### src/rtl/id_ex_ctrl_stage.sv
// ID/EX control-path pipeline register with load-use hazard detection,
// bubble insertion, branch/jump flush and a saturating bubble counter.
module id_ex_ctrl_stage #(
  parameter int REG_ADDR_W = 5,
  parameter int CNT_W      = 16
) (
  input  logic                  clk_i,
  input  logic                  rst_ni,
  input  logic                  id_valid_i,
  input  logic [6:0]            id_opcode_i,
  input  logic                  branch_i,
  input  logic                  jump_i,
  input  logic [1:0]            alu_opmode_i,
  input  logic                  alu_src_i,
  input  logic                  mem_read_i,
  input  logic                  mem_write_i,
  input  logic                  reg_write_i,
  input  logic                  mem_to_reg_i,
  input  logic [REG_ADDR_W-1:0] id_rs1_i,
  input  logic [REG_ADDR_W-1:0] id_rs2_i,
  input  logic [REG_ADDR_W-1:0] id_rd_i,
  input  logic                  flush_i,
  input  logic                  ex_stall_i,
  output logic                  ex_valid_o,
  output logic                  ex_branch_o,
  output logic                  ex_jump_o,
  output logic [1:0]            ex_alu_opmode_o,
  output logic                  ex_alu_src_o,
  output logic                  ex_mem_read_o,
  output logic                  ex_mem_write_o,
  output logic                  ex_reg_write_o,
  output logic                  ex_mem_to_reg_o,
  output logic [REG_ADDR_W-1:0] ex_rs1_o,
  output logic [REG_ADDR_W-1:0] ex_rs2_o,
  output logic [REG_ADDR_W-1:0] ex_rd_o,
  output logic                  pc_write_o,
  output logic                  if_id_write_o,
  output logic                  load_use_stall_o,
  output logic [CNT_W-1:0]      bubble_cnt_o
);

  localparam logic [6:0] OP_LUI    = 7'b0110111;
  localparam logic [6:0] OP_JAL    = 7'b1101111;
  localparam logic [6:0] OP_RTYPE  = 7'b0110011;
  localparam logic [6:0] OP_STORE  = 7'b0100011;
  localparam logic [6:0] OP_BRANCH = 7'b1100011;

  typedef struct packed {
    logic       branch;
    logic       jump;
    logic [1:0] alu_opmode;
    logic       alu_src;
    logic       mem_read;
    logic       mem_write;
    logic       reg_write;
    logic       mem_to_reg;
  } ctrl_t;

  ctrl_t id_ctrl, ex_ctrl;
  logic  uses_rs1, uses_rs2, hazard;

  assign id_ctrl = {branch_i, jump_i, alu_opmode_i, alu_src_i,
                    mem_read_i, mem_write_i, reg_write_i, mem_to_reg_i};

  // Which source fields the ID opcode actually reads
  always_comb begin
    uses_rs1 = 1'b1;
    uses_rs2 = 1'b0;
    if (id_opcode_i == OP_LUI || id_opcode_i == OP_JAL) uses_rs1 = 1'b0;
    if (id_opcode_i == OP_RTYPE || id_opcode_i == OP_STORE || id_opcode_i == OP_BRANCH)
      uses_rs2 = 1'b1;
  end

  // Load in EX whose rd (never x0) feeds a source used by the ID instruction
  assign hazard = id_valid_i & ex_valid_o & ex_ctrl.mem_read & (ex_rd_o != '0) &
                  ((uses_rs1 & (id_rs1_i == ex_rd_o)) | (uses_rs2 & (id_rs2_i == ex_rd_o)));

  // A flush overrides the hazard: the ID instruction is killed anyway, so the
  // front end must advance to the redirect target.
  assign pc_write_o       = ~ex_stall_i & (flush_i | ~hazard);
  assign if_id_write_o    = pc_write_o;
  assign load_use_stall_o = ~ex_stall_i & ~flush_i & hazard;

  // EX register: stall holds, flush/hazard load a bubble, otherwise capture ID
  always_ff @(posedge clk_i or negedge rst_ni) begin
    if (!rst_ni) begin
      ex_valid_o   <= 1'b0;
      ex_ctrl      <= '0;
      ex_rs1_o     <= '0;
      ex_rs2_o     <= '0;
      ex_rd_o      <= '0;
      bubble_cnt_o <= '0;
    end else if (ex_stall_i) begin
      ex_valid_o   <= ex_valid_o;
    end else if (flush_i || hazard) begin
      ex_valid_o <= 1'b0;
      ex_ctrl    <= '0;
      ex_rs1_o   <= '0;
      ex_rs2_o   <= '0;
      ex_rd_o    <= '0;
      if (!flush_i && bubble_cnt_o != '1) bubble_cnt_o <= bubble_cnt_o + CNT_W'(1);
    end else begin
      ex_valid_o <= id_valid_i;
      ex_ctrl    <= id_valid_i ? id_ctrl : '0;
      ex_rs1_o   <= id_rs1_i;
      ex_rs2_o   <= id_rs2_i;
      ex_rd_o    <= id_rd_i;
    end
  end

  assign ex_branch_o     = ex_ctrl.branch;
  assign ex_jump_o       = ex_ctrl.jump;
  assign ex_alu_opmode_o = ex_ctrl.alu_opmode;
  assign ex_alu_src_o    = ex_ctrl.alu_src;
  assign ex_mem_read_o   = ex_ctrl.mem_read;
  assign ex_mem_write_o  = ex_ctrl.mem_write;
  assign ex_reg_write_o  = ex_ctrl.reg_write;
  assign ex_mem_to_reg_o = ex_ctrl.mem_to_reg;

endmodule

### config.mk
export PLATFORM = sky130hd
export DESIGN_NAME = id_ex_ctrl_stage
export DESIGN_NICKNAME = d
export VERILOG_FILES = /design/src/rtl/id_ex_ctrl_stage.sv
export SDC_FILE = /design/constraint.sdc
export NUM_CORES = 1
export LEC_CHECK = 0
export ABC_AREA = 1
export CAP_MARGIN = 15
export CELL_PAD_IN_SITES_DETAIL_PLACEMENT = 0
export CELL_PAD_IN_SITES_GLOBAL_PLACEMENT = 1
export CORE_MARGIN = 4
export CORE_UTILIZATION = 30
export CTS_CLUSTER_DIAMETER = 40
export DETAILED_ROUTE_END_ITERATION = 8
export GPL_TIMING_DRIVEN = 0
export HOLD_SLACK_MARGIN = 0.12
export PLACE_DENSITY_LB_ADDON = 0.1
export SLEW_MARGIN = 10
export SYNTH_ARGS = -nofsm -noshare
export SYNTH_HDL_FRONTEND = slang
export SYNTH_SLANG_ARGS = --single-unit
### constraint.sdc
create_clock -name clk_i -period 4.6 [get_ports clk_i]
set_input_delay 0.92 -clock clk_i [delete_from_list [all_inputs] [get_ports clk_i]]
set_output_delay 0.92 -clock clk_i [all_outputs]
set_load 0.005 [all_outputs]
==> results.tsv <==
metric	value	unit
status	completed	
final setup fails	0	
Leak	0.001634	uW
RSZ-0062 raised after global routing	no	
die footprint	0.009322	mm^2
pre-CTS setup slack	0.5752	ns
setup ws final	0.5837	ns
FILL cells	803	
total core area	0.007687	mm^2
synth unique cells	24	
Util after Layout	44.30	%
routed wire length	6.754	mm
Starting Density	30.60	%
CP max FO	10	
via count	2282	
Longest Clk Path Bufs	2	
grt total ovfl	0	
FP Rows	32	
Synth top area share	43.62	%
Max Freq	249.0	MHz
Fin Clk Skew	0.008897	ns
first-pass GRT wire length	11.18	mm
Max-cap violations	0	
share of cells above drive strength 1	6.601	%
vias in the first global route	2247	
mapped cell area	0.002352	mm^2
Clock transition at path regs	0.08	ns
Startpoint Class	input pin	
Chip Height	96.55	um
Power Density	245.1	mW/mm^2
Synth warnings	0	
htree depth	2	
commonest non-fill, non-tap cell in the layout	nand2_1	
Min-Delay Path Class	flip-flop to flip-flop	
Critical Path RT	3.68	ns
Fin Setup TNS	0	ns
# resized after CTS	0	
initial antenna violation count	0	
routed vias/inst	4.466	
CTS tree	yes	
Crit Path Class	input pin to output port	
total global-route track usage	15.45	%
Yosys reg bits	41	
worst vdd ir	0.0001356	V
fin nets	445	
Slowest Stage Delay on Critical Path	0.49	ns
CP arrival	3.10	ns
Final GP Congestion	0.7939	
Final period util	87.31	%
largest net degree at the start of global routing	30	
fin crit period	4.016	ns
Final Hold Fails	0	
1st-iter DRT viols	76	
IO Pins	80	
CTS Sinks	41	
critical path cell sequence	clkdlybuf4s50_1 > clkbuf_1 > inv_1 > clkbuf_1 > o21ai_0 > inv_1 > buf_4 > clkdlybuf4s50_1	
die width	96.55	um
CTS buffer count	5	
WL/cell	13.22	um
Setup Buffers After CTS	0	
ANT cells	0	
Mean Syn Cell Area	7.328	um^2
worst slew pin tran	0.7073	ns
hpwl dp	5.084	mm
Root Buffer	clkbuf_8	
Worst Setup End Kind	output port	
First-pass DRT Iterations	4	
largest area contributor in the netlist	dfrtp_1	
I/O Buffers	79	
Final ANT Viol Nets	0	
syn_nets	358	
Skew-Pair Late Insertion Delay	0.30	ns
top cells by area, synth	dfrtp_1, nand2_1, nand4_1, inv_1, xor2_1	
Mapped Cells	321	
P&R area growth vs syn	44.79	%
register area share after synthesis	43.62	%
final slew viol count	0	
most frequent cells in the layout	nand2_1, clkdlybuf4s50_1, dfrtp_1	
DRC	0	
Critical-path top delay cell	clkdlybuf4s50_1	
# hold bufs at CTS	0	
Relative slew margins	52.67	%
metrics by stage:
| step | instances | cell area [um^2] | total power [uW] | hold slack (ns) |
|---|---|---|---|---|
| after detailed placement | 503 | 3286 | 531.2 | 0.4649 |
| after floorplan | 321 | 2352 | 439.8 | 0.4730 |
| after global placement | 502 | 3271 | 528.7 | 0.4643 |
| after global routing | 511 | 3406 | 880.5 | 0.5095 |
| final | 511 | 3406 | 834.8 | 0.4815 |
| after CTS | 511 | 3406 | 850.4 | 0.4884 |
synthesized netlist by cell type, drive strengths merged:
master and instances:
ha 1, nand3 8, nand2 137, nor3 7, dfrtp 41, xor2 9, o21ai 19, buf 7
inv 32, clkbuf 5, xnor2 4, nor2 21, nand4 30
path summary, 6_finish.rpt:
check / start / to / slack (ns) / depth (start not counted)
max: ex_stall_i / pc_write_o / 0.58 / 8
max in group asynchronous: rst_ni / ex_alu_opmode_o[0] / 3.63 / 2
min in group asynchronous: rst_ni / ex_rs1_o[0] / 0.50 / 1
min reg2reg: ex_alu_opmode_o[0] / ex_alu_opmode_o[0] / 0.48 / 2
max reg2reg: bubble_cnt_o[0] / bubble_cnt_o[7] / 2.80 / 10
min: ex_alu_opmode_o[0] / ex_alu_opmode_o[0] / 0.48 / 2
state kept, by name, summed over array words and instances, names as in the netlist:
register,count
bubble_cnt_o,16
ex_alu_opmode_o,2
ex_alu_src_o,1
ex_branch_o,1
ex_jump_o,1
ex_mem_read_o,1
ex_mem_to_reg_o,1
ex_mem_write_o,1
ex_rd_o,5
ex_reg_write_o,1
ex_rs1_o,5
ex_rs2_o,5
ex_valid_o,1
per-layer routing:
layer | vias up | track usage [%] | part of all wire [%] | wire length (um)
li1 | 1195 | - | - | -
met1 | 1025 | 21.02 | 48 | 3251
met2 | 56 | 24.54 | 45 | 3007
met3 | 6 | 3.718 | 6.2 | 417
met4 | 0 | 4.206 | 1.2 | 78
met5 | - | 0 | 0 | 0
power breakdown:
part           switching (uW)  leakage, uW  internal, uW
clock network             137    0.0000574           177
logic                    60.0      0.00102          73.4
registers                12.8     0.000553           375
critical path, delay by kind of cell:
kind | cells | cell delay [ns]
buffers and inverters | 7 | 2.01
AO/OA/AOI/OAI | 1 | 0.16
layout make-up:
cell class              instances  area [um^2]  area share (%)
repair buffers                 80        805.8           23.66
plain buffers                  12        67.56           1.984
multi-input cells             236         1139           33.43
flip-flops and latches         41         1026           30.12
clock inverters                 2        37.54           1.102
clock buffers                   6        82.58           2.425
well taps                     102        127.6           3.747
inverters                      32        120.1           3.527
kinds of logic after synthesis:
kind of cell / after synthesis / synth area share, %
buffers and inverters: 44 / 7.978
adders and majority gates: 1 / 0.5318
xor gates and xnor gates: 13 / 4.840
AOI/OAI and AO/OA: 19 / 4.043
and+or+nand+nor: 203 / 38.99
DFF: 41 / 43.62
(Power assumes the default switching activity.)
